### config.mk
export PLATFORM = sky130hd
export DESIGN_NAME = timer_ctrl_flat
export DESIGN_NICKNAME = d
export VERILOG_FILES = /design/src/rtl/timer_ctrl_pkg.sv /design/src/rtl/timer_ctrl_if.sv /design/src/rtl/timer_ctrl_edge_pulse.sv /design/src/rtl/timer_ctrl.sv /design/src/flat_wrapper.sv
export SDC_FILE = /design/constraint.sdc
export NUM_CORES = 1
export LEC_CHECK = 0
export CAP_MARGIN = 0
export CORE_UTILIZATION = 25
export DETAILED_ROUTE_END_ITERATION = 10
export HOLD_SLACK_MARGIN = 0.03
export SYNTH_ARGS = -nofsm -noshare
export SYNTH_HDL_FRONTEND = slang
export SYNTH_SLANG_ARGS = --single-unit
### constraint.sdc
create_clock -name clk -period 2.4 [get_ports clk]
set_clock_uncertainty 0.1 [all_clocks]
set_input_delay 0.48 -clock clk [delete_from_list [all_inputs] [get_ports clk]]
set_output_delay 0.48 -clock clk [all_outputs]
set_load 0.02 [all_outputs]
### src/rtl/timer_ctrl_pkg.sv
// Shared definitions for the kitchen-timer sequencer: state encodings and
// alarm counter sizing.
package timer_ctrl_pkg;

  typedef enum logic [1:0] {
    ST_IDLE  = 2'b00,
    ST_SET   = 2'b01,
    ST_RUN   = 2'b10,
    ST_ALARM = 2'b11
  } state_e;

  localparam int ALARM_CNT_W   = 8;
  localparam int ALARM_SECS_MAX = (1 << ALARM_CNT_W) - 1;

  function automatic logic alarm_secs_legal(input int secs);
    return (secs >= 1) && (secs <= ALARM_SECS_MAX);
  endfunction

endpackage

### src/rtl/timer_ctrl_if.sv
// Strobe/status bundle between the sequencer and the mm:ss BCD counter chain.
interface timer_ctrl_if;

  logic cnt_dec;
  logic cnt_inc_min;
  logic cnt_inc_sec;
  logic cnt_clr;
  logic cnt_zero;

  modport master (
    output cnt_dec,
    output cnt_inc_min,
    output cnt_inc_sec,
    output cnt_clr,
    input  cnt_zero
  );

  modport slave (
    input  cnt_dec,
    input  cnt_inc_min,
    input  cnt_inc_sec,
    input  cnt_clr,
    output cnt_zero
  );

endinterface

### src/rtl/timer_ctrl_edge_pulse.sv
// Rising-edge detector for a debounced button level. The first cycle after
// reset only captures history, so a button held through reset gives no edge.
module edge_pulse (
  input  logic clk,
  input  logic rst_n,
  input  logic level_i,
  output logic pulse_o
);

  logic prev_q;
  logic armed_q;

  always_ff @(posedge clk) begin
    if (!rst_n) begin
      prev_q  <= 1'b0;
      armed_q <= 1'b0;
    end else begin
      prev_q  <= level_i;
      armed_q <= 1'b1;
    end
  end

  assign pulse_o = level_i & ~prev_q & armed_q;

endmodule

### src/rtl/timer_ctrl.sv
// Kitchen-timer sequencer: converts button edges, set-mode and the 1 s tick
// into registered strobes for the counter chain, plus run/alarm/blink status.
module timer_ctrl
  import timer_ctrl_pkg::*;
#(
  parameter int ALARM_SECS = 10
) (
  input  logic               clk,
  input  logic               rst_n,
  input  logic               tick_1s,
  input  logic               btn_ss,
  input  logic               btn_min,
  input  logic               btn_sec,
  input  logic               set_mode,
  timer_ctrl_if.master       chain,
  output logic               running,
  output logic               alarm,
  output logic               blink,
  output logic [1:0]         state
);

  if (!alarm_secs_legal(ALARM_SECS)) begin : g_bad_alarm_secs
    $error("timer_ctrl: ALARM_SECS must be in 1..255");
  end

  localparam logic [ALARM_CNT_W-1:0] ALARM_LOAD = ALARM_CNT_W'(ALARM_SECS);

  logic ev_ss, ev_min, ev_sec, ev_any;

  edge_pulse u_edge_ss (
    .clk     (clk),
    .rst_n   (rst_n),
    .level_i (btn_ss),
    .pulse_o (ev_ss)
  );

  edge_pulse u_edge_min (
    .clk     (clk),
    .rst_n   (rst_n),
    .level_i (btn_min),
    .pulse_o (ev_min)
  );

  edge_pulse u_edge_sec (
    .clk     (clk),
    .rst_n   (rst_n),
    .level_i (btn_sec),
    .pulse_o (ev_sec)
  );

  assign ev_any = ev_ss | ev_min | ev_sec;

  state_e                 state_q, state_d;
  logic [ALARM_CNT_W-1:0] alarm_cnt_q, alarm_cnt_d;
  logic                   blink_q, blink_d;
  logic                   dec_q, dec_d;
  logic                   inc_min_q, inc_min_d;
  logic                   inc_sec_q, inc_sec_d;
  logic                   clr_q, clr_d;
  logic                   running_q, running_d;
  logic                   alarm_q, alarm_d;

  always_comb begin
    state_d     = state_q;
    alarm_cnt_d = alarm_cnt_q;
    blink_d     = blink_q;
    dec_d       = 1'b0;
    inc_min_d   = 1'b0;
    inc_sec_d   = 1'b0;
    clr_d       = 1'b0;

    // set_mode overrides everything; edges only strobe once already in SET.
    if (set_mode) begin
      state_d = ST_SET;
      if (state_q == ST_SET) begin
        inc_min_d = ev_min;
        inc_sec_d = ev_sec;
        clr_d     = ev_ss;
      end
    end else begin
      unique case (state_q)
        ST_SET: state_d = ST_IDLE;
        ST_IDLE: begin
          if (ev_ss && !chain.cnt_zero) state_d = ST_RUN;
        end
        ST_RUN: begin
          if (chain.cnt_zero) begin
            state_d     = ST_ALARM;
            alarm_cnt_d = ALARM_LOAD;
            blink_d     = 1'b1;
          end else if (ev_ss) begin
            state_d = ST_IDLE;
          end else if (tick_1s) begin
            dec_d = 1'b1;
          end
        end
        ST_ALARM: begin
          if (ev_any) begin
            state_d = ST_IDLE;
          end else if (tick_1s) begin
            alarm_cnt_d = alarm_cnt_q - 1'b1;
            blink_d     = ~blink_q;
            if (alarm_cnt_q == ALARM_CNT_W'(1)) state_d = ST_IDLE;
          end
        end
        default: state_d = ST_IDLE;
      endcase
    end

    // Alarm bookkeeping is meaningless outside ALARM; park it at zero.
    if (state_d != ST_ALARM) begin
      blink_d     = 1'b0;
      alarm_cnt_d = '0;
    end

    running_d = (state_d == ST_RUN);
    alarm_d   = (state_d == ST_ALARM);
  end

  always_ff @(posedge clk) begin
    if (!rst_n) begin
      state_q     <= ST_IDLE;
      alarm_cnt_q <= '0;
      blink_q     <= 1'b0;
      dec_q       <= 1'b0;
      inc_min_q   <= 1'b0;
      inc_sec_q   <= 1'b0;
      clr_q       <= 1'b0;
      running_q   <= 1'b0;
      alarm_q     <= 1'b0;
    end else begin
      state_q     <= state_d;
      alarm_cnt_q <= alarm_cnt_d;
      blink_q     <= blink_d;
      dec_q       <= dec_d;
      inc_min_q   <= inc_min_d;
      inc_sec_q   <= inc_sec_d;
      clr_q       <= clr_d;
      running_q   <= running_d;
      alarm_q     <= alarm_d;
    end
  end

  assign chain.cnt_dec     = dec_q;
  assign chain.cnt_inc_min = inc_min_q;
  assign chain.cnt_inc_sec = inc_sec_q;
  assign chain.cnt_clr     = clr_q;
  assign running           = running_q;
  assign alarm             = alarm_q;
  assign blink             = blink_q;
  assign state             = state_q;

endmodule

### src/flat_wrapper.sv
// flat-port wrapper written by rule: the top's interface ports become plain ports
module timer_ctrl_flat import timer_ctrl_pkg::*;
#(
  parameter int ALARM_SECS = 10
)
  (clk, rst_n, tick_1s, btn_ss, btn_min, btn_sec, set_mode, running, alarm, blink, state, chain_cnt_dec, chain_cnt_inc_min, chain_cnt_inc_sec, chain_cnt_clr, chain_cnt_zero);
  timer_ctrl_if chain_i ();
  input  logic clk;
  input  logic rst_n;
  input  logic tick_1s;
  input  logic btn_ss;
  input  logic btn_min;
  input  logic btn_sec;
  input  logic set_mode;
  output logic running;
  output logic alarm;
  output logic blink;
  output logic [1:0] state;
  output wire logic [$bits(chain_i.cnt_dec)-1:0] chain_cnt_dec;
  output wire logic [$bits(chain_i.cnt_inc_min)-1:0] chain_cnt_inc_min;
  output wire logic [$bits(chain_i.cnt_inc_sec)-1:0] chain_cnt_inc_sec;
  output wire logic [$bits(chain_i.cnt_clr)-1:0] chain_cnt_clr;
  input wire logic [$bits(chain_i.cnt_zero)-1:0] chain_cnt_zero;
  assign chain_cnt_dec = chain_i.cnt_dec;
  assign chain_cnt_inc_min = chain_i.cnt_inc_min;
  assign chain_cnt_inc_sec = chain_i.cnt_inc_sec;
  assign chain_cnt_clr = chain_i.cnt_clr;
  assign chain_i.cnt_zero = chain_cnt_zero;
  timer_ctrl #(.ALARM_SECS(ALARM_SECS)) u_core (.clk(clk), .rst_n(rst_n), .tick_1s(tick_1s), .btn_ss(btn_ss), .btn_min(btn_min), .btn_sec(btn_sec), .set_mode(set_mode), .chain(chain_i), .running(running), .alarm(alarm), .blink(blink), .state(state));
endmodule
==> out/qor.csv <==
stage,metric,value,unit
min_path,whs_path_depth,1,
final_layout,top_register,u_core.alarm_cnt_q,
min_path,min_from,u_core.u_edge_sec.prev_q$_SDFF_PN0_,
critical_path,cp_max_fo,4,
synth,yosysSeqAreaShare,43.0,%
global_route,grt.overflow.total,0,
critical_path,rr_endpoint,u_core.state[0]$_SDFF_PN0_,
routing,totalWireLength,2.29,mm
clocking,cts_setup_buffers,0,
critical_path,crit_buf_inv,1,
power_and_ir_drop,power.total,652,uW
routing,drt_iter0_markers,20,
floorplanning,pin_count,17,
synth,yosys.cell_types.count,40,
final_layout,largest_register_ffs,8,
critical_path,r2r_slack,0.18,ns
clocking,clock_latency,0.26,ns
clocking,clock_sinks,21,
routing,routed_via_density,4.98,
timing,worstMarginPinSlew,0.494,ns
run_status,status,finished clean,
critical_path,rr_worst_depth,4,
clocking,clkTransAtPathRegs,0.07,ns
synth,synthArstFlopShare,0,%
min_path,worstHoldEndpoint,u_core.chain.cnt_inc_sec$_SDFF_PN0_,
final_layout,nNetsFinal,149,
clocking,post_cts_resized,0,
floorplanning,dieArea,4170,um2
critical_path,crit_path_start_kind,input port,
floorplanning,coreArea,3720,um2
global_route,antenna_found_initial,0,
placed_design,hpwl,1.78,mm
final_layout,design_area,1360,um2
placed_design,placed_cell_area,1310,um2
timing,drv_slew,0,
routing,num_vias,926,
routing,wire_per_inst,12.3,um
floorplanning,rows,22,
timing,min_period,2.27,ns
final_layout,antenna_cells,0,
power_and_ir_drop,cellPowerDensity,481,nW/um2
global_route,grt_pass1_vias,942,
global_route,grt_use_total,12.9,%
floorplanning,initial_core_util,26.3,%
final_layout,fillers,393,
routing,ant_nets,0,
global_route,grt_pass1_wl,4.13,mm
global_route,grt_max_degree,13,
synth,synth-main-ff-cell,dfxtp_1,
final_layout,final_util,36.5,%
critical_path,cp_slowest_cell,or4_2,
critical_path,cp_cell_sequence,clkdlybuf4s50_1 > nand2b_1 > or4_1 > or4_2 > a32oi_1,
critical_path,critPathKind,in2reg,
clocking,postCtsHoldBufs,0,
floorplanning,die_h,64.6,um
routing,drc_errors,0,
placed_design,dpl.cell_count,182,
final_layout,drive_gt1_share,19.6,%
synth,syn_area_per_cell,9.41,um2
critical_path,critPathCaptureType,register,
critical_path,cpLargestDelayFamily,simple AND/OR/NAND/NOR gates,
min_path,hold_class,reg2reg,
timing,clock.fmax,441,MHz
floorplanning,die_w,64.6,um
timing,rsz0062_at_grt,false,
routing,dr.pass1.iters,4,
synth,yosys.area.top_type,dfxtp_1,
power_and_ir_drop,ir_drop,214,uV
synth,synth_cells,104,
power_and_ir_drop,total_leakage_power,0.490,nW
final_layout,fin_cells,186,
timing,final_hold_viol_count,0,
clocking,clock_path_buffers,2,
clocking,numCtsBuffers,3,
clocking,cts_tree,done,
final_layout,multi_input_area,534,um2
critical_path,cp_slowest_stage_delay,0.56,ns
synth,syn-cell-area,978,um2
final_layout,regArea,420,um2
synth,yosys_warnings,0,
synth,syn-num-nets,114,
synth,synth_edf_count,0,
placed_design,io_buffer_count,16,
clocking,h-tree-depth,1,
clocking,cts_root_buffer,clkbuf_8,
timing,setup_violations,0,
synth,ys_ff_latch,21,
critical_path,r2r-start,u_core.alarm_cnt_q[2]$_SDFFE_PP0P_,
synth,synth_top_area_share,43.0,%
timing,min_period_over_period,94.4,%
run,max-cap-violations,0,
timing,relSlewSlack,66.7,%
final_layout,area_growth,38.6,%
synth,netlist_top_cells_area,"dfxtp_1 (43%), o31ai_1 (3.8%), a21oi_1 (3.1%)",
placed_design,gp_congestion,0.782,
critical_path,worst_ep_arrival_time,2.36,ns
critical_path,cp.required,2.49,ns
power by group:
part / switching [mW] / internal [mW]
Combinational: 0.0258 / 0.0371
Sequential: 0.00462 / 0.354
Clock: 0.116 / 0.116
through the flow:
step | TNS, ns | hold WS [ns] | setup WS, ns
after floorplan | 0 | 0.289 | 0.295
after global placement | -0.205 | 0.296 | -0.109
after detailed placement | -0.390 | 0.303 | -0.142
after CTS | 0 | 0.314 | 0.139
after global routing | 0 | 0.337 | 0.0760
final | 0 | 0.310 | 0.135
layout by cell type, fill, tap and decap left out, drive strengths merged, types with 2 or more instances in the layout:
cell            n
dfxtp          21
clkdlybuf4s50  16
buf            16
or4             7
nor2            6
a21oi           6
o31ai           5
nand2           5
and2            5
inv             4
nand2b          3
nand4           3
a211oi          3
nor3            3
clkbuf          3
nor2b           2
and2b           2
and4            2
o41ai           2
o21ai           2
or3             2
nor3b           2
ha              2
cell usage after synthesis, types with 2 or more instances:
cell type and number:
nand2_1 5, nor3b_1 2, ha_1 2, o21ai_0 2, a211oi_1 3, nor2b_1 2
or4_2 2, nand4_1 3, nand2b_1 3, and2b_1 2, or4_4 2, a21oi_1 6
or3_2 2, inv_1 4, and2_1 4, and4_1 2, nor3_1 3, or4_1 3
o41ai_1 2, nor2_1 6, o31ai_1 5, dfxtp_1 21
routing by layer:
| layer | global-route usage, % | part of all wire (%) | vias to the layer above |
|---|---|---|---|
| met1 | 14.5 | 46 | 437 |
| met3 | 3.17 | 3.4 | 5 |
| met4 | 7.78 | 2.3 | 0 |
| li1 | - | - | 470 |
| met5 | 0 | 0 | - |
| met2 | 21.8 | 49 | 14 |
logic make-up after synthesis:
kind of cell / count (synthesis) / share of synthesized area [%]
AOI/OAI and AO/OA: 25 / 18.3
adders and majority gates: 2 / 2.56
buffers and inverters: 6 / 2.43
DFF: 21 / 43.0
muxes: 1 / 1.02
and+or+nand+nor: 49 / 32.7
cell type report:
cell class	instances	share of cell area, %
Inverter	4	1.11
Clock inverter	1	0.369
Tap cell	48	4.43
Sequential cell	21	31.0
Multi-Input combinational cell	77	39.4
Clock buffer	3	3.04
Timing Repair Buffer	32	20.7
worst max path at each step:
stage	start	endpoint	slack, ns	depth (start not counted)
final	set_mode	u_core.alarm_cnt_q[3]$_SDFFE_PP0P_	0.13	5
after CTS	set_mode	u_core.alarm_cnt_q[3]$_SDFFE_PP0P_	0.14	5
after global routing	set_mode	u_core.alarm_cnt_q[3]$_SDFFE_PP0P_	0.08	5
after detailed placement	set_mode	u_core.alarm_cnt_q[3]$_SDFFE_PP0P_	-0.14	5
after global placement	set_mode	u_core.alarm_cnt_q[3]$_SDFFE_PP0P_	-0.11	5
after floorplan	u_core.state[1]$_SDFF_PN0_	u_core.alarm_cnt_q[3]$_SDFFE_PP0P_	0.30	4
No activity file was read; power rests on OpenSTA's default activity.
